[config.mk]
export PLATFORM = sky130hd
export DESIGN_NAME = fifo_ptr_ctrl
export DESIGN_NICKNAME = d
export VERILOG_FILES = /design/src/rtl/fifo_ptr_ctrl.sv
export SDC_FILE = /design/constraint.sdc
export NUM_CORES = 1
export LEC_CHECK = 0
export CAP_MARGIN = 10
export CORE_MARGIN = 8
export CORE_UTILIZATION = 43
export DETAILED_ROUTE_END_ITERATION = 10
export PLACE_DENSITY = 0.89
export SKIP_LAST_GASP = 1
export SLEW_MARGIN = 0
export SYNTH_ARGS = -nofsm -noshare
export SYNTH_HDL_FRONTEND = slang
export SYNTH_SLANG_ARGS = --single-unit
[constraint.sdc]
create_clock -name clk -period 2.15 [get_ports clk]
set_input_delay 0.3225 -clock clk [delete_from_list [all_inputs] [get_ports clk]]
set_output_delay 0.3225 -clock clk [all_outputs]
set_load 0.005 [all_outputs]
[src/rtl/fifo_ptr_ctrl.sv]
`default_nettype none
// ============================================================================
//  Module   : fifo_ptr_ctrl
//  Purpose  : Read/write pointer and status controller for a synchronous FIFO
//             built around a dual-port RAM. Gates requests against full/empty,
//             drives the RAM addresses and strobes, and reports occupancy,
//             almost-full/almost-empty thresholds and sticky error events.
//  Revision : 1.0  initial release
// ----------------------------------------------------------------------------
//  Parameters
//    ADDR_W    RAM address width, depth = 2**ADDR_W
//    AF_LEVEL  almost_full  when count >= AF_LEVEL (1 .. 2**ADDR_W)
//    AE_LEVEL  almost_empty when count <= AE_LEVEL (0 .. 2**ADDR_W-1)
//  Ports
//    clk, rst_n          clock, synchronous active-low reset
//    wr, rd              write / read requests
//    err_clr             clears sticky overflow/underflow
//    fifo_wr, fifo_rd    accepted strobes (RAM write / read enables)
//    waddr, raddr        RAM write / read addresses
//    count               occupancy 0 .. 2**ADDR_W
//    full, empty         occupancy at capacity / zero
//    almost_full/_empty  threshold flags
//    overflow/underflow  sticky rejected-request flags
//  Configuration
//    FIFO_PTR_ERR_FLAGS_EN  when defined, overflow/underflow are sticky
//                           registers cleared by err_clr; when undefined
//                           they are tied low and err_clr is ignored.
// ============================================================================
module fifo_ptr_ctrl #(
   parameter int ADDR_W   = 4,
   parameter int AF_LEVEL = 14,
   parameter int AE_LEVEL = 2
) (
   input  logic              clk,
   input  logic              rst_n,
   input  logic              wr,
   input  logic              rd,
   input  logic              err_clr,
   output logic              fifo_wr,
   output logic              fifo_rd,
   output logic [ADDR_W-1:0] waddr,
   output logic [ADDR_W-1:0] raddr,
   output logic [ADDR_W:0]   count,
   output logic              full,
   output logic              empty,
   output logic              almost_full,
   output logic              almost_empty,
   output logic              overflow,
   output logic              underflow
);

   localparam logic [ADDR_W:0] c_af_level = AF_LEVEL[ADDR_W:0];
   localparam logic [ADDR_W:0] c_ae_level = AE_LEVEL[ADDR_W:0];
   localparam logic [ADDR_W:0] c_one      = {{ADDR_W{1'b0}}, 1'b1};

   // Pointers carry one extra wrap bit so full and empty are distinguishable.
   logic [ADDR_W:0] r_wptr;
   logic [ADDR_W:0] r_rptr;

   logic w_full;
   logic w_empty;
   logic w_acc_wr;
   logic w_acc_rd;

   // Status depends only on registered pointers, never on wr/rd.
   assign w_full  = (r_wptr[ADDR_W] != r_rptr[ADDR_W]) &&
                    (r_wptr[ADDR_W-1:0] == r_rptr[ADDR_W-1:0]);
   assign w_empty = (r_wptr == r_rptr);

   // Strobes are suppressed while reset is asserted so the RAM sees nothing.
   assign w_acc_wr = rst_n & wr & ~w_full;
   assign w_acc_rd = rst_n & rd & ~w_empty;

   always_ff @(posedge clk) begin
      if (!rst_n) begin
         r_wptr <= '0;
         r_rptr <= '0;
      end else begin
         if (w_acc_wr) r_wptr <= r_wptr + c_one;
         if (w_acc_rd) r_rptr <= r_rptr + c_one;
      end
   end

`ifdef FIFO_PTR_ERR_FLAGS_EN
   logic r_overflow;
   logic r_underflow;

   // A new error in the same cycle as err_clr keeps the flag set.
   always_ff @(posedge clk) begin
      if (!rst_n) begin
         r_overflow  <= 1'b0;
         r_underflow <= 1'b0;
      end else begin
         r_overflow  <= (r_overflow  & ~err_clr) | (wr & w_full);
         r_underflow <= (r_underflow & ~err_clr) | (rd & w_empty);
      end
   end

   assign overflow  = r_overflow;
   assign underflow = r_underflow;
`else
   logic w_unused_err_clr;
   assign w_unused_err_clr = err_clr;
   assign overflow  = 1'b0;
   assign underflow = 1'b0;
`endif

   assign fifo_wr      = w_acc_wr;
   assign fifo_rd      = w_acc_rd;
   assign waddr        = r_wptr[ADDR_W-1:0];
   assign raddr        = r_rptr[ADDR_W-1:0];
   assign count        = r_wptr - r_rptr;   // modular subtraction handles wrap
   assign full         = w_full;
   assign empty        = w_empty;
   assign almost_full  = (count >= c_af_level);
   assign almost_empty = (count <= c_ae_level);

endmodule
`default_nettype wire
# Word-level counts from Yosys, hierarchy flattened
# Cells that the tools add are included.
# totals
ff_bits,10
inputBits,5
elab_cells,17
out_inout_bits,21
# classes
n_eq_ne,3
n_reduce_logical,1
add_sub_neg,3
n_bitwise,6
order_cmp,2
# op_table
op,count
$add A5 B1 Y5 const B,2
$eq A5 B5 Y1,1
$ge A5 B4 Y1 const B,1
$le A5 B2 Y1 const B,1
$sub A5 B5 Y5,1
$and A1 B1 Y1,4
$eq A4 B4 Y1,1
$not A1 Y1,2
$logic_and A1 B1 Y1,1
$ne A1 B1 Y1,1

# Logic depth before layout (Yosys ltp)
# depth
depth_word,4
mapped_depth,8
depth_no_buf,8

# Worst setup path after synthesis
# OpenSTA, ideal clock, no wires.
# synth_timing
path_kind,flip-flop to output port
from,reg r_rptr[0]
to,out almost_empty
path_stages_with_launch,8
arrival_time_ps,1807
n_path_buf,0
t_required_ps,1827
setup_slack_ps,21
path_cell_list,dfxtp_1 -> ha_1 -> inv_1 -> fa_1 -> a21o_1 -> a21oi_1 -> xnor2_1 -> a2111oi_0
# synth_via
elab_chain_len,2
# synth_rtl
item,line,rtl
"start, declared",58,logic [ADDR_W:0] r_rptr;
"start signal, assigned",80,if (w_acc_rd) r_rptr <= r_rptr + c_one;
$sub A5 B5 Y5,112,assign count = r_wptr - r_rptr;
named net count[4],43,"output logic [ADDR_W:0] count,"
$le A5 B2 Y1,116,assign almost_empty = (count <= c_ae_level);
"end, declared",47,"output logic almost_empty,"
# The timed path passes the listed nets, and every way through them passes these cells.

# Final worst setup path
# layout_timing
from,reg r_wptr[0]
to,out almost_empty
# layout_via
elab_chain_len,2
# layout_rtl
item,line,rtl
"start, declared",57,logic [ADDR_W:0] r_wptr;
"start signal, assigned",79,if (w_acc_wr) r_wptr <= r_wptr + c_one;
$sub A5 B5 Y5,112,
$le A5 B2 Y1,116,
# No other way between the ends.

==> results.toml <==
[run_status]
run_status = "finished, violations left"
violations = "setup timing"

[critical_path]
worstPathArrival_ns = 2.26
worst_r2r_endpoint = "r_rptr[4]"
startpoint_of_the_most_critical_setup_path = "r_wptr[0]"
crit_path_end = "almost_empty"
timing.critical_path.from_type = "flop"
worst_path_class_setup = "reg2out"
reg2reg_setup_slack_ns = 0.18
worst_setup_end_kind = "output port"
worstPathRequired_ns = 1.83
critPathMaxFanout = 2
r2r_start = "r_rptr[1]"
reg2regPathDepth = 11

[power_and_ir_drop]
power_density_mw_per_mm2 = 844.6
internal_power_mw = 0.7108
max-vdd-ir-drop_v = 0.0005812
netSwitchingFraction_pct = 34.12
power.switching_mw = 0.3682
power.share.sequential_pct = 19.5
total_power_mw = 1.079
power.static_leakage_nw = 0.5808
comb_power_share_pct = 64.2
p_clk_share_pct = 16.3

[route]
via_count = 781
totalWireLength_um = 2787
post_drt_wl_per_cell_um = 18.70
post_drt_via_cell_ratio = 5.242
drt.antenna.violating_nets = 0
initialDrtViolationCount = 28
detail_route.drc_violations = 0
drt_first_pass_iters = 4

[sta]
period_needed_ns = 2.586
rsz_0062_raised_after_global_routing = "true"
final-setup-viol-count = 5
maxSlewViolCount = 0
finalHoldViolations = 0
timing.fmax_mhz = 386.8
whs_ns = 0.6017
period_share_pct = 120.3
final.setup.worst_slack_ns = -0.4355
final.setup_skew_ns = 0.002020

[clock_network]
tritoncts_num_sinks = 10
clockRootBuffer = "clkbuf_4"
hold_buffers = 0
cts_buffers = 3
cts_max_level = 1
clock_latency_ns = 0.27
clock_tree.buffer_depth = 2
cts.clk_slew.worst_paths_ns = 0.07
cts_tree = "built"

[synth]
synth_enable_flop_cells = 0
synth_flop_cell = "dfxtp_1"
synth_area_per_cell_um2 = 8.654
mappedNetlistArea_um2 = 726.9
postSynthCellCount = 84
synthDistinctLibCells = 28
postSynth.asyncResetShare_pct = 0
synth.ff_latch_count = 10
yosys_warnings = 0
synth_seq_area_share_pct = 27.54

[floorplanning]
dieArea_mm2 = 0.003262
ioPinCount = 26
rows = 15
placeableCoreArea_mm2 = 0.001652
chipHeight_um = 57.12
die_x_um = 57.12
floorplan.initialDensity_pct = 44.02

[job]
maxCapViolCount = 0

[placement]
io_buffers = 22
gp_routability_congestion = 0.8188
dp.final_hpwl_um = 1569
dp_cells = 137
preCtsSetupSlack_ns = -0.5234

[grt]
grt.total_usage_pct = 12.66
grt_pass1_wl_um = 3332
grt_pass1_vias = 754
grt_antenna_before_repair = 0
grt_remaining_overflow = 0
grt_start_max_net_pins = 7

[layout]
layout.cells.most_common_list = "buf_4 (31), clkdlybuf4s50_1 (12), nor2_1 (10), dfxtp_1 (7), buf_6 (5)"
layout.cells.most_common = "buf_4"
drive_above_1_share_pct = 48.48
area.growth.synth_to_final_pct = 75.73
fin_cells = 149
nets = 145
antennaDiodeCount = 0

[min_path]
min_path_type = "reg2reg"
stage by stage:
step                      utilization (%)  cell area, um^2  setup TNS, ns
final                               77.35             1277         -1.259
after global routing                77.35             1277         -1.821
after floorplan                         -            730.7              0
after global placement              65.00             1074        -0.9106
after detailed placement            65.00             1074         -1.470
after CTS                           70.83             1170         -1.363
per-layer routing:
layer  wire length, um  up-vias  GRT usage, %
met4               103        0         7.718
met1               989      370         12.87
met5                 0        -             0
met2              1530       34         21.71
met3               163       10         4.213
li1                  -      367             -
cell usage after synthesis (2+ instances only):
cell type / n / area, um^2
nor2_1: 11 / 41.29
buf_4: 10 / 75.07
dfxtp_1: 10 / 200.2
inv_1: 7 / 26.28
ha_1: 6 / 75.07
a21oi_1: 4 / 20.02
xnor2_1: 4 / 35.03
xor2_1: 4 / 35.03
o21ai_0: 3 / 15.01
or3_1: 3 / 18.77
a21o_1: 2 / 15.01
mux2i_1: 2 / 20.02
nand2_1: 2 / 7.510
o211ai_1: 2 / 15.01
state kept, by name, indices dropped and copies added (netlist names):
signal,flops
r_rptr,5
r_wptr,5
power by group through the flow:
| stage | clock network (mW) | registers [mW] | logic, mW |
|---|---|---|---|
| 2_1_floorplan | 0 | 0.215 | 0.183 |
| 3_3_place_gp | 0 | 0.208 | 0.470 |
| 3_5_place_dp | 0 | 0.208 | 0.492 |
| 4_1_cts | 0.172 | 0.209 | 0.542 |
| 5_1_grt | 0.190 | 0.211 | 0.737 |
| 6_report | 0.176 | 0.210 | 0.692 |
cell families after synthesis:
group,count (synthesis),share of synthesized area [%]
other,1,0.5159
AOI/OAI and AO/OA,17,15.83
muxes,2,2.754
DFF,10,27.54
and+or+nand+nor,19,11.71
buffers and inverters,18,14.46
xor gates and xnor gates,10,14.11
adders and majority gates,7,13.08
worst max-delay path, cell delays in order (launching register included):
cell	delay [ns]
dfxtp_2	0.33
inv_2	0.08
ha_4	0.14
inv_4	0.04
fa_2	0.38
a21o_1	0.23
a21oi_2	0.20
xnor2_2	0.10
a2111oi_2	0.31
buf_2	0.18
worst min path at each step:
stage / start / slack, ns / endpoint / cells after the start
final: r_wptr[4] / 0.60 / r_wptr[4] / 2
after global routing: r_wptr[4] / 0.65 / r_wptr[4] / 2
after CTS: r_rptr[4] / 0.57 / r_rptr[4] / 2
after detailed placement: r_rptr[4] / 0.56 / r_rptr[4] / 2
after global placement: r_rptr[4] / 0.55 / r_rptr[4] / 2
after floorplan: rst_n / 0.47 / r_rptr[4] / 2
cell type report:
cell class	instances	area (um^2)
sequential	10	203.9
timing repair buffer	54	456.7
multi-input combinational	57	530.5
clock buffer	4	36.28
tap	17	21.27
fill	104	374.1
inverter	7	28.78
repair_timing:
action | CTS | global route
pin swaps | 7 | 8
buffers inserted | 6 | 3
gates resized for setup | 30 | 25
endpoints found under the setup margin | 10 | 10
cloned | 0 | 0
No activity file was read; power rests on OpenSTA's default activity.
